## src/rtl/dc_req_pkg.sv

```systemverilog
// Shared types and helpers for the data-cache bank requester: access sizes,
// tracker entry layout and byte-lane arithmetic.
package dc_req_pkg;

    localparam int DC_BANKS = 4;

    typedef enum logic [1:0] {
        SZ_B = 2'd0,
        SZ_H = 2'd1,
        SZ_W = 2'd2,
        SZ_D = 2'd3
    } size_e;

    // Per-request context needed to post-process the bank response.
    typedef struct packed {
        logic       write;
        size_e      size;
        logic       is_signed;
        logic [2:0] off;
    } trk_entry_t;

    // Byte offset inside the 8-byte word, aligned down to the access size.
    function automatic logic [2:0] align_off(input logic [2:0] lo, input size_e size);
        logic [2:0] mask;
        case (size)
            SZ_B:    mask = 3'b000;
            SZ_H:    mask = 3'b001;
            SZ_W:    mask = 3'b011;
            default: mask = 3'b111;
        endcase
        return lo & ~mask;
    endfunction

    // Byte enables for an access of the given size starting at byte lane off.
    function automatic logic [7:0] byte_en(input size_e size, input logic [2:0] off);
        logic [7:0] base;
        case (size)
            SZ_B:    base = 8'h01;
            SZ_H:    base = 8'h03;
            SZ_W:    base = 8'h0F;
            default: base = 8'hFF;
        endcase
        return base << off;
    endfunction

endpackage

```

## src/rtl/dc_load_align.sv

```systemverilog
// Load-data alignment: shifts the addressed bytes down to bit 0, keeps the
// access width and sign/zero-extends to the full data width. Stores yield 0.
module dc_load_align
    import dc_req_pkg::*;
#(
    parameter int DATA_BITS = 64
) (
    input  logic [DATA_BITS-1:0] raw_data,
    input  trk_entry_t           entry,
    output logic [DATA_BITS-1:0] load_data
);

    logic [DATA_BITS-1:0] shifted;

    // Shift to lane 0, then truncate and extend according to the access size.
    always_comb begin
        shifted   = raw_data >> {entry.off, 3'b000};
        load_data = '0;
        if (!entry.write) begin
            case (entry.size)
                SZ_B:    load_data = {{(DATA_BITS-8){entry.is_signed & shifted[7]}}, shifted[7:0]};
                SZ_H:    load_data = {{(DATA_BITS-16){entry.is_signed & shifted[15]}}, shifted[15:0]};
                SZ_W:    load_data = {{(DATA_BITS-32){entry.is_signed & shifted[31]}}, shifted[31:0]};
                default: load_data = shifted;
            endcase
        end
    end

endmodule

```

## src/rtl/dc_bank_requester.sv

```systemverilog
// Core-side initiator for the banked data cache. Registers one request at a
// time towards the banks, tracks outstanding requests in order and returns
// aligned, extended load data to the core.
module dc_bank_requester
    import dc_req_pkg::*;
#(
    parameter int ADDR_BITS = 39,
    parameter int DATA_BITS = 64,
    parameter int DEPTH     = 4
) (
    input  logic                 clk,
    input  logic                 reset,
    input  logic                 core_req_valid,
    output logic                 core_req_retry,
    input  logic                 core_req_write,
    input  logic [1:0]           core_req_size,
    input  logic                 core_req_signed,
    input  logic [ADDR_BITS-1:0] core_req_addr,
    input  logic [DATA_BITS-1:0] core_req_data,
    output logic                 core_ack_valid,
    input  logic                 core_ack_retry,
    output logic [DATA_BITS-1:0] core_ack_data,
    output logic                 dc_req_valid,
    input  logic                 dc_req_retry,
    output logic                 dc_req_write,
    output logic [1:0]           dc_req_bank,
    output logic [ADDR_BITS-1:0] dc_req_addr,
    output logic [DATA_BITS-1:0] dc_req_data,
    output logic [7:0]           dc_req_be,
    input  logic                 dc_ack_valid,
    output logic                 dc_ack_retry,
    input  logic [DATA_BITS-1:0] dc_ack_data,
    output logic                 err_ack
);

    localparam int PTR_W  = (DEPTH > 1) ? $clog2(DEPTH) : 1;
    localparam int CNT_W  = $clog2(DEPTH + 1);
    localparam int BANK_W = $clog2(DC_BANKS);

    typedef enum logic {
        S_IDLE,
        S_SEND
    } req_state_e;

    req_state_e           state;
    req_state_e           state_nxt;
    logic                 req_accept;
    logic                 full;
    logic [CNT_W-1:0]     count;
    logic [PTR_W-1:0]     wr_ptr;
    logic [PTR_W-1:0]     rd_ptr;
    trk_entry_t           trk_mem [DEPTH];
    trk_entry_t           req_entry;
    size_e                req_size;
    logic [2:0]           req_off;
    logic                 dc_ack_accept;
    logic                 trk_pop;
    logic [DATA_BITS-1:0] load_data;

    function automatic logic [PTR_W-1:0] ptr_inc(input logic [PTR_W-1:0] p);
        return (p == PTR_W'(DEPTH - 1)) ? '0 : p + 1'b1;
    endfunction

    assign full      = (count == CNT_W'(DEPTH));
    assign req_size  = size_e'(core_req_size);
    assign req_off   = align_off(core_req_addr[2:0], req_size);
    assign req_entry = '{write: core_req_write, size: req_size,
                         is_signed: core_req_signed, off: req_off};

    assign dc_req_valid  = (state == S_SEND);
    assign dc_ack_retry  = core_ack_valid & core_ack_retry;
    assign dc_ack_accept = dc_ack_valid & ~dc_ack_retry;
    assign trk_pop       = dc_ack_accept & (count != '0);

    // Request FSM state register.
    always_ff @(posedge clk) begin
        if (!reset) state <= S_IDLE;
        else        state <= state_nxt;
    end

    // Request FSM next state and core-side back-pressure; full blocks even if a pop is pending.
    always_comb begin
        state_nxt      = state;
        core_req_retry = full;
        req_accept     = 1'b0;
        case (state)
            S_IDLE: begin
                req_accept = core_req_valid & ~full;
                if (req_accept) state_nxt = S_SEND;
            end
            S_SEND: begin
                core_req_retry = dc_req_retry | full;
                req_accept     = core_req_valid & ~(dc_req_retry | full);
                if (!dc_req_retry && !req_accept) state_nxt = S_IDLE;
            end
            default: state_nxt = S_IDLE;
        endcase
    end

    // Bank request register, loaded on every accepted core request and held otherwise.
    always_ff @(posedge clk) begin
        if (!reset) begin
            dc_req_write <= 1'b0;
            dc_req_bank  <= '0;
            dc_req_addr  <= '0;
            dc_req_data  <= '0;
            dc_req_be    <= '0;
        end else if (req_accept) begin
            dc_req_write <= core_req_write;
            dc_req_bank  <= core_req_addr[3 +: BANK_W];
            dc_req_addr  <= {core_req_addr[ADDR_BITS-1:3], 3'b000};
            dc_req_data  <= core_req_data << {req_off, 3'b000};
            dc_req_be    <= byte_en(req_size, req_off);
        end
    end

    // Tracker pointers and occupancy; simultaneous push and pop leaves count unchanged.
    always_ff @(posedge clk) begin
        if (!reset) begin
            wr_ptr <= '0;
            rd_ptr <= '0;
            count  <= '0;
        end else begin
            if (req_accept) wr_ptr <= ptr_inc(wr_ptr);
            if (trk_pop)    rd_ptr <= ptr_inc(rd_ptr);
            case ({req_accept, trk_pop})
                2'b10:   count <= count + 1'b1;
                2'b01:   count <= count - 1'b1;
                default: count <= count;
            endcase
        end
    end

    // Tracker storage; contents are only meaningful between push and pop.
    always_ff @(posedge clk) begin
        if (req_accept) trk_mem[wr_ptr] <= req_entry;
    end

    dc_load_align #(
        .DATA_BITS (DATA_BITS)
    ) u_load_align (
        .raw_data  (dc_ack_data),
        .entry     (trk_mem[rd_ptr]),
        .load_data (load_data)
    );

    // Core response register and sticky unexpected-ack flag.
    always_ff @(posedge clk) begin
        if (!reset) begin
            core_ack_valid <= 1'b0;
            core_ack_data  <= '0;
            err_ack        <= 1'b0;
        end else begin
            if (trk_pop) begin
                core_ack_valid <= 1'b1;
                core_ack_data  <= load_data;
            end else if (core_ack_valid && !core_ack_retry) begin
                core_ack_valid <= 1'b0;
            end
            if (dc_ack_accept && (count == '0)) err_ack <= 1'b1;
        end
    end

endmodule

```

## config.mk

```make
export PLATFORM = sky130hd
export DESIGN_NAME = dc_bank_requester
export DESIGN_NICKNAME = d
export VERILOG_FILES = /design/src/rtl/dc_req_pkg.sv /design/src/rtl/dc_load_align.sv /design/src/rtl/dc_bank_requester.sv
export SDC_FILE = /design/constraint.sdc
export NUM_CORES = 1
export LEC_CHECK = 0
export BUFFER_PORTS_ARGS = -buffer_cell sky130_fd_sc_hd__buf_2
export CORE_MARGIN = 2
export CORE_UTILIZATION = 46
export DETAILED_ROUTE_END_ITERATION = 8
export PLACE_DENSITY = 0.74
export REMOVE_ABC_BUFFERS = 1
export SKIP_LAST_GASP = 1
export SLEW_MARGIN = 5
export SYNTH_ARGS = -nofsm -noshare
export SYNTH_HDL_FRONTEND = slang
export SYNTH_SLANG_ARGS = --single-unit
export TNS_END_PERCENT = 5
```

## constraint.sdc

```tcl
create_clock -name clk -period 3.4 [get_ports clk]
set_input_delay 0.17 -clock clk [delete_from_list [all_inputs] [get_ports clk]]
set_output_delay 0.17 -clock clk [all_outputs]
set_load 0.005 [all_outputs]
```

==> results of run 1 <==
[cells by family (layout without fill, tap and decap cells)]
logic type,count (synthesis),count (layout)
AND/OR/NAND/NOR,407,407
AO/OA/AOI/OAI,337,337
flip-flops,213,213
multiplexers,152,152
buffers and inverters,124,498
adder cells (fa/ha/maj),7,7
XOR/XNOR,2,2
other,1,5
[power breakdown]
group,leakage [nW],internal (W),switching (W)
Sequential,1.77,0.00288,0.000200
Clock,0.410,0.00170,0.00106
Combinational,4.22,0.00138,0.00213
[worst reg2reg max path: stages (launching register included)]
cell and delay (ns):
sky130_fd_sc_hd__dfxtp_1 0.34, sky130_fd_sc_hd__buf_4 0.22, sky130_fd_sc_hd__mux4_2 0.72, sky130_fd_sc_hd__or2_2 0.36
sky130_fd_sc_hd__o22a_1 0.26, sky130_fd_sc_hd__o2111ai_4 0.14, sky130_fd_sc_hd__o211a_4 0.35, sky130_fd_sc_hd__buf_12 0.24
sky130_fd_sc_hd__a211oi_1 0.09
[state kept, by name (all words and copies together), names as in the netlist, named ones only]
register,count
dc_req_bank,1
dc_req_valid,1
wr_ptr,2
dc_req_be,8
err_ack,1
dc_req_addr,35
core_ack_valid,1
trk_mem,28
dc_req_write,1
rd_ptr,2
count,3
dc_req_data,64
core_ack_data,64
[how the worst min path moves through the flow]
stage                     cells past startpoint             start  slack (ns)                        end
after global placement                        1   core_req_signed        0.39    trk_mem[3][3]$_DFFE_PP_
after floorplan                               0   core_req_signed        0.27    trk_mem[0][3]$_DFFE_PP_
final                                         5  core_req_addr[0]        0.08  dc_req_be[1]$_SDFFE_PN0P_
after global routing                          5  core_req_addr[0]        0.09  dc_req_be[1]$_SDFFE_PN0P_
after CTS                                     5  core_req_addr[0]        0.05  dc_req_be[1]$_SDFFE_PN0P_
after detailed placement                      1   core_req_signed        0.40    trk_mem[1][3]$_DFFE_PP_
[stage by stage]
step / total power [W] / TNS, ns / hold slack, ns
final: 0.00935 / 0 / 0.0772
after detailed placement: 0.00655 / 0 / 0.396
after CTS: 0.00936 / 0 / 0.0502
after global placement: 0.00649 / 0 / 0.391
after floorplan: 0.00527 / -379.85 / 0.269
after global routing: 0.00983 / 0 / 0.0914
[placed cells by master, fill, tap and decap left out, types with 7 or more instances in the layout]
master / count
sky130_fd_sc_hd__nand3_1: 12
sky130_fd_sc_hd__a2bb2oi_1: 16
sky130_fd_sc_hd__mux4_2: 13
sky130_fd_sc_hd__dfxtp_1: 185
sky130_fd_sc_hd__buf_4: 23
sky130_fd_sc_hd__nand2_1: 199
sky130_fd_sc_hd__nand2b_1: 10
sky130_fd_sc_hd__clkbuf_16: 25
sky130_fd_sc_hd__a22oi_1: 19
sky130_fd_sc_hd__nor2_1: 130
sky130_fd_sc_hd__a32oi_1: 7
sky130_fd_sc_hd__a211o_1: 7
sky130_fd_sc_hd__mux2i_1: 131
sky130_fd_sc_hd__o21ai_0: 62
sky130_fd_sc_hd__nor2b_1: 18
sky130_fd_sc_hd__a21oi_1: 105
sky130_fd_sc_hd__dlygate4sd3_1: 52
sky130_fd_sc_hd__a311o_1: 7
sky130_fd_sc_hd__inv_1: 14
sky130_fd_sc_hd__nor3_1: 20
sky130_fd_sc_hd__o21ai_2: 30
sky130_fd_sc_hd__o22ai_1: 11
sky130_fd_sc_hd__buf_2: 356
sky130_fd_sc_hd__clkbuf_1: 7
sky130_fd_sc_hd__a221oi_1: 12
sky130_fd_sc_hd__a211oi_1: 21
sky130_fd_sc_hd__edfxtp_1: 28
sky130_fd_sc_hd__o211a_1: 7
[what timing repair did]
item / 4_1_cts / 5_1_grt
hold buffers: 52 / 0
hold endpoints to repair: 66 / 0
setup buffers: 0 / 0
[per-layer routing]
metal  track usage  up-vias
li1              -     5141
met5             0        -
met2         0.499      569
met4         0.117        0
met3        0.0630      101
met1         0.344     5163
[area by class of cell]
type                    instances  area share
inverters                      18     0.00500
flip-flops and latches        213       0.318
repair buffers                436       0.180
clock buffers                  38      0.0515
diodes                          2    0.000351
well taps                     319      0.0280
clock inverters                 6     0.00754
multi-input cells             908       0.409
==> impl_results.md, run 1 <==
* Area used by multi-input combinational logic at 0.00584 mm2
* Overflow left after global routing at 0
* Setup repair after global routing missed its margin: no
* End point of the critical path: core_ack_data[39]$_SDFFE_PN0N_
* Upper clock frequency limit at 353 MHz
* Synth area leaders: sky130_fd_sc_hd__dfxtp_1 (34%), sky130_fd_sc_hd__mux2i_1 (12%), sky130_fd_sc_hd__edfxtp_1 (7.7%), sky130_fd_sc_hd__nand2_1 (6.8%), sky130_fd_sc_hd__a21oi_1 (4.8%)
* Number of flops mapped to enable cells by yosys at 28
* # placed instances at 1,842
* Horiz. Die Dim at 158 um
* Area share of and/or/nand/nor cells after synthesis at 0.155
* Final Wtd Congestion at 0.888
* Aggregate global-route resource usage at 0.287
* Initial antenna violation count at 2
* Synthesized area at 0.0109 mm2
* Slew at the pin with the worst max-slew slack at 1.28 ns
* Data arrival time of the critical path at 3.22 ns
* Worst max-slew margin expressed relative to the limit at 0.147
* Post-synth top flop: sky130_fd_sc_hd__dfxtp_1
* Fin util at 0.610
* Type of element capturing the critical path: register
* CP Cell Sequence: buf_4, mux4_2, or2_2, o22a_1, o2111ai_4, o211a_4, buf_12, a211oi_1
* Starting utilization of the core area at 0.467
* Detail Route Antenna Nets at 0
* Slack of the critical path at 0.570 ns
* Final number of setup-violating endpoints at 0
* Number of design-rule violations left by the first detailed-router iteration at 806
* Pin count of the biggest net entering global routing at 99
* Filler cells at 2,086
* Synth unique cells at 62
* Rows at 56
* Via count of the first global-routing pass at 10,400
* Final cell count without fillers at 1,940
* Biggest area consumer among synthesized cells: sky130_fd_sc_hd__dfxtp_1
* Standard cell area after detailed placement at 0.0129 mm2
* Min Tclk post-route at 2.83 ns
* Via count of the routed design at 11,000
* Sink Count at 213
* Layout Nets at 1,785
* Pre-antenna DRT Iters at 5
* Final worst clock skew at 0.0138 ns
* Number of instances resized during post-cts repair at 0
* Number of warnings printed during yosys synthesis at 0
* Count of unresolved DRC violations after routing at 0
* Area growth from synthesis to layout at 30.7%
* Required arrival time at the worst endpoint at 3.79 ns
* Die height at 158 um
* Final Cell Area at 0.0143 mm2
* Sum of met3 wire segment lengths after detailed routing at 3440 um
* Largest family of logic cells by synthesized area: compound AO/OA/AOI/OAI gates
* Max layer used: met4
* Die ar. at 0.0250 mm2
* Share of layout cells above drive strength 1 at 0.305
* Critical setup path kind: reg2reg
* Maximum clock insertion buffer count at 3
* Port Buffer Count at 356
* Routed wire length at 37,900 um
* Final Hold Violating Endpoints at 0
* Minimum setup slack among reg-to-reg paths at 0.57 ns
* Worst reg2reg path endpoint: core_ack_data[39]$_SDFFE_PN0N_
* Gate count after technology mapping at 1,243
* Area of the core at 0.0234 mm2
* Type of origin of the critical path: register
* Result of the run: completed
* Sequential element share of the synthesized area at 0.416
* Met1 routed wirelength after detailed routing at 14,700 um
* Cell count of the worst reg-to-reg path at 8
* Xor and xnor fraction of the mapped netlist area at 0.00160
* Worst-path cell with the longest stage delay: sky130_fd_sc_hd__mux4_2
* Commonest cells in the synthesized netlist: sky130_fd_sc_hd__nand2_1 (199), sky130_fd_sc_hd__dfxtp_1 (185), sky130_fd_sc_hd__nor2_1 (132)
* Proportion of register bits with asynchronous set or reset after synthesis at 0
* First-pass GRT wire length at 56,600 um
* Static leakage at 6.40 nW
* Maximum resistive drop on vdd at 0.000333 V
* HPWL Detailed at 25,900 um
* Synthesized area per cell at 8.78 um2
* Adder-cell share of the synthesized area at 0.00871
* Pre-CTS setup slack at 0.545 ns
* Gate family responsible for the most delay along the worst path: compound AO/OA/AOI/OAI gates
* Register bit total from synthesis at 213
* Met2 WL at 18,300 um
* Number of buffer and inverter instances along the worst setup path at 2
* Synth top area share at 0.339
* Most repeated cell in the gate-level netlist after synthesis: sky130_fd_sc_hd__nand2_1
* DR WL/cell at 19.5 um
* Clock-pin slew reported for the worst setup and hold paths after clock tree synthesis at 0.06 ns
* Max-slew violations at 0
* Cell chosen for the clock root: sky130_fd_sc_hd__clkbuf_16
* MaxCap Viol Count at 0
* Fin crit share at 0.832
* Io pins at 360
* Vias per std cell at 5.66
* Max H-tree Level at 1
* Tightest Hold Check Type: in2reg
* Share of synthesized area spent on multiplexers at 0.157
* Worst path max stage delay at 0.72 ns
* Critical path depth at 8
* Power per Cell Area at 655 mW/mm2
* Clk_lat worst skew at 0.52 ns
* Inserted Clock Buffers at 24
* Compound-Gate Fraction of Synth Area at 0.208
* Largest fanout on the critical path at 22
* Area taken by flip-flops and latches at 0.00454 mm2
* TritonCTS clock tree: yes
Note: power is estimated with default switching activity, not from simulation.
==> run 2, diff against run 1 <==
--- a/config.mk
+++ b/config.mk
@@ -9,7 +9,7 @@
 export CORE_MARGIN = 2
 export CORE_UTILIZATION = 46
 export DETAILED_ROUTE_END_ITERATION = 8
-export PLACE_DENSITY = 0.74
+export PLACE_DENSITY = 0.77
 export REMOVE_ABC_BUFFERS = 1
 export SKIP_LAST_GASP = 1
 export SLEW_MARGIN = 5
==> constraint.sdc (replaced) <==
create_clock -name clk -period 2.6 [get_ports clk]
set_input_delay 0.13 -clock clk [delete_from_list [all_inputs] [get_ports clk]]
set_output_delay 0.13 -clock clk [all_outputs]
set_load 0.005 [all_outputs]
==> run 2 against run 1 <==
Against the previous run:
- the flow now finishes with violations (setup timing)
- register-to-register slack worse by 0.58 ns
- global-route usage decreased by 0.28 points
- final area rose by 2.4%
- utilization up 1.5 points
- clock power increased by 37%
- cell count increased by 1.3%
- critical path type unchanged
- critical endpoint is now core_ack_data[43]$_SDFFE_PN0N_
- largest cell class unchanged
- largest power group unchanged
- highest routed layer unchanged
==> impl_results.md, run 2 (synthesis results as in run 1) <==
* Die height at 158 um (unchanged)
* Area of the core at 0.0234 mm2 (unchanged)
* Area used by multi-input combinational logic at 0.00587 mm2 (+0.66%)
* Setup repair after global routing missed its margin: yes
* Slack of the critical path at -0.00893 ns (-0.579 ns)
* Max H-tree Level at 1 (unchanged)
* Fin util at 0.625 (+0.0146)
* Tightest Hold Check Type: in2reg
* Sequential share of power at 0.316 (-0.014)
* # placed instances at 1,867 (+1.4%)
* Type of element capturing the critical path: register
* Share of layout cells above drive strength 1 at 0.323 (+0.0181)
* Clock network power share at 0.295 (about the same)
* Upper clock frequency limit at 383 MHz (+8.5%)
* Max-slew violations at 0 (unchanged)
* Largest fanout on the critical path at 9 (-59%)
* Detail Route Antenna Nets at 0 (unchanged)
* Rows at 56 (unchanged)
* Io pins at 360 (unchanged)
* Net switching power figure at 0.00455 W (+34%)
* Pin count of the biggest net entering global routing at 111 (+12%)
* Number of design-rule violations left by the first detailed-router iteration at 856 (+6.2%)
* Clk_lat worst skew at 0.52 ns (about the same)
* Final Wtd Congestion at 0.925 (+4.2%)
* Maximum clock insertion buffer count at 3 (unchanged)
* Aggregate global-route resource usage at 0.284 (-0.00277)
* Worst max-slew margin expressed relative to the limit at 0.274 (+0.127)
* Proportion of power drawn by combinational gates at 0.389 (+0.014)
* First-pass GRT wire length at 56,200 um (-0.82%)
* Final number of setup-violating endpoints at 7 (+7)
* Final worst clock skew at 0.0134 ns (-0.000455 ns)
* Data arrival time of the critical path at 3.00 ns (-0.22 ns)
* Routing usage on met1 at 0.344 (about the same)
* Cell chosen for the clock root: sky130_fd_sc_hd__clkbuf_16
* MaxCap Viol Count at 0 (unchanged)
* GRT busiest layer: met2
* Static leakage at 6.57 nW (+2.6%)
* Commonest cells after routing, fill and taps aside: sky130_fd_sc_hd__buf_2 (356), sky130_fd_sc_hd__nand2_1 (199), sky130_fd_sc_hd__dfxtp_1 (184), sky130_fd_sc_hd__nor2_1 (131), sky130_fd_sc_hd__mux2i_1 (123)
* Sink Count at 213 (unchanged)
* Most common library cell in the layout ignoring fill and taps: sky130_fd_sc_hd__buf_2
* Switching power as a share of total power at 0.356 (-0.00634)
* Horiz. Die Dim at 158 um (unchanged)
* Via count of the first global-routing pass at 10,300 (-0.60%)
* Routed wire length at 37,500 um (-1.1%)
* Global Route met2 Usage at 0.470 (-0.0296)
* Registers with the most flip-flops: core_ack_data x64, dc_req_data x64, dc_req_addr x35
* Min Tclk post-route at 2.61 ns (-0.221 ns)
* Pre-antenna DRT Iters at 6 (+1)
* Met3 track demand over resource at 0.0654 (+0.00246)
* Setup crit start: trk_mem[0][0]$_DFFE_PP_
* Area growth from synthesis to layout at 33.8%
* Final Hold Violating Endpoints at 0 (unchanged)
* TritonCTS clock tree: yes
* Final cell count without fillers at 1,966 (+1.3%)
* Count of unresolved DRC violations after routing at 0 (unchanged)
* Slew at the pin with the worst max-slew slack at 1.09 ns (-0.190 ns)
* Filler cells at 1,987 (-4.7%)
* Start point of the worst min-delay path: core_req_addr[0]
* Maximum resistive drop on vdd at 0.000689 V (+110%)
* Die ar. at 0.0250 mm2 (unchanged)
* Result of the run: complete, but fails checks
* Power Internal at 0.00824 W (+38%)
* Via count of the routed design at 11,000 (+0.34%)
* Inserted Clock Buffers at 24 (unchanged)
* DR WL/cell at 19.1 um (-2.4%)
* Port Buffer Count at 356 (unchanged)
* Type of origin of the critical path: register
* Required arrival time at the worst endpoint at 3.00 ns (-0.79 ns)
* Vias per std cell at 5.60 (-0.99%)
* Overflow left after global routing at 0 (unchanged)
* HPWL Detailed at 26,100 um (+1.0%)
* Startpoint of the lowest-slack register-to-register path: trk_mem[0][0]$_DFFE_PP_
* Hold slack final at 0.0611 ns (-0.0161 ns)
* Area taken by flip-flops and latches at 0.00455 mm2 (about the same)
* Layout Nets at 1,813 (+1.6%)
* Initial antenna violation count at 1 (-1)
* Starting utilization of the core area at 0.467 (unchanged)
* Critical setup path kind: reg2reg
* Power per Cell Area at 875 mW/mm2 (+34%)
* Clock-pin slew reported for the worst setup and hold paths after clock tree synthesis at 0.06 ns (about the same)
* Fin crit share at 1.00 (+0.171)
* Violations in the final reports: setup timing
-- run 2: layout make-up --
class | instances | area share
tap | 319 | 0.0273
sequential | 213 | 0.311
antenna | 1 | 0.000171
clock inverter | 14 | 0.0155
clock buffer | 29 | 0.0445
multi-input combinational | 908 | 0.402
timing repair buffer | 464 | 0.195
inverter | 18 | 0.00479
-- run 2: what timing repair did --
item | 4_1_cts | 5_1_grt
endpoints found under the hold margin | 71 | 0
setup buffers | 0 | 2
hold buffers | 52 | 0
setup endpoints to repair | 0 | 65
gates resized for setup | 0 | 15
-- run 2: critical path, stage by stage, from the launching register on --
cell and delay, ns:
sky130_fd_sc_hd__edfxtp_1 0.40, sky130_fd_sc_hd__mux4_4 0.66, sky130_fd_sc_hd__mux2_4 0.35, sky130_fd_sc_hd__mux2_4 0.29, sky130_fd_sc_hd__o2111ai_4 0.24, sky130_fd_sc_hd__o211a_4 0.29
sky130_fd_sc_hd__clkbuf_16 0.20, sky130_fd_sc_hd__o21ai_2 0.06
-- run 2: power by group through the flow --
stage | clock network (W) | logic, W | registers (W)
2_1_floorplan | 0 | 0.00279 | 0.00410
3_3_place_gp | 0 | 0.00459 | 0.00409
3_5_place_dp | 0 | 0.00467 | 0.00410
4_1_cts | 0.00382 | 0.00475 | 0.00403
5_1_grt | 0.00397 | 0.00538 | 0.00409
6_report | 0.00378 | 0.00497 | 0.00405
-- run 2: per-stage QoR --
step | cell area (um2) | TNS, ns | setup WS [ns] | total power, W
2_1_floorplan | 10400 | -519.60 | -5.87 | 0.00689
3_3_place_gp | 13100 | 0 | 0.0914 | 0.00867
3_5_place_dp | 13100 | 0 | 0.0151 | 0.00877
4_1_cts | 14500 | 0 | 0.000875 | 0.0126
5_1_grt | 14600 | -2.52 | -0.0738 | 0.0134
6_report | 14600 | -0.0295 | -0.00893 | 0.0128
-- run 2: final timing paths --
check,end,slack [ns],depth (start not counted)
max reg2reg,core_ack_data[43]$_SDFFE_PN0N_,-0.009,7
min,dc_req_be[1]$_SDFFE_PN0P_,0.06,5
min reg2reg,core_ack_data[35]$_SDFFE_PN0N_,0.45,2
max,core_ack_data[43]$_SDFFE_PN0N_,-0.009,7
-- run 2: metal layers --
metal	routed length, um	vias to the layer above
met4	2160	0
li1	-	5208
met1	14200	5054
met5	0	-
met2	17600	617
met3	3480	132
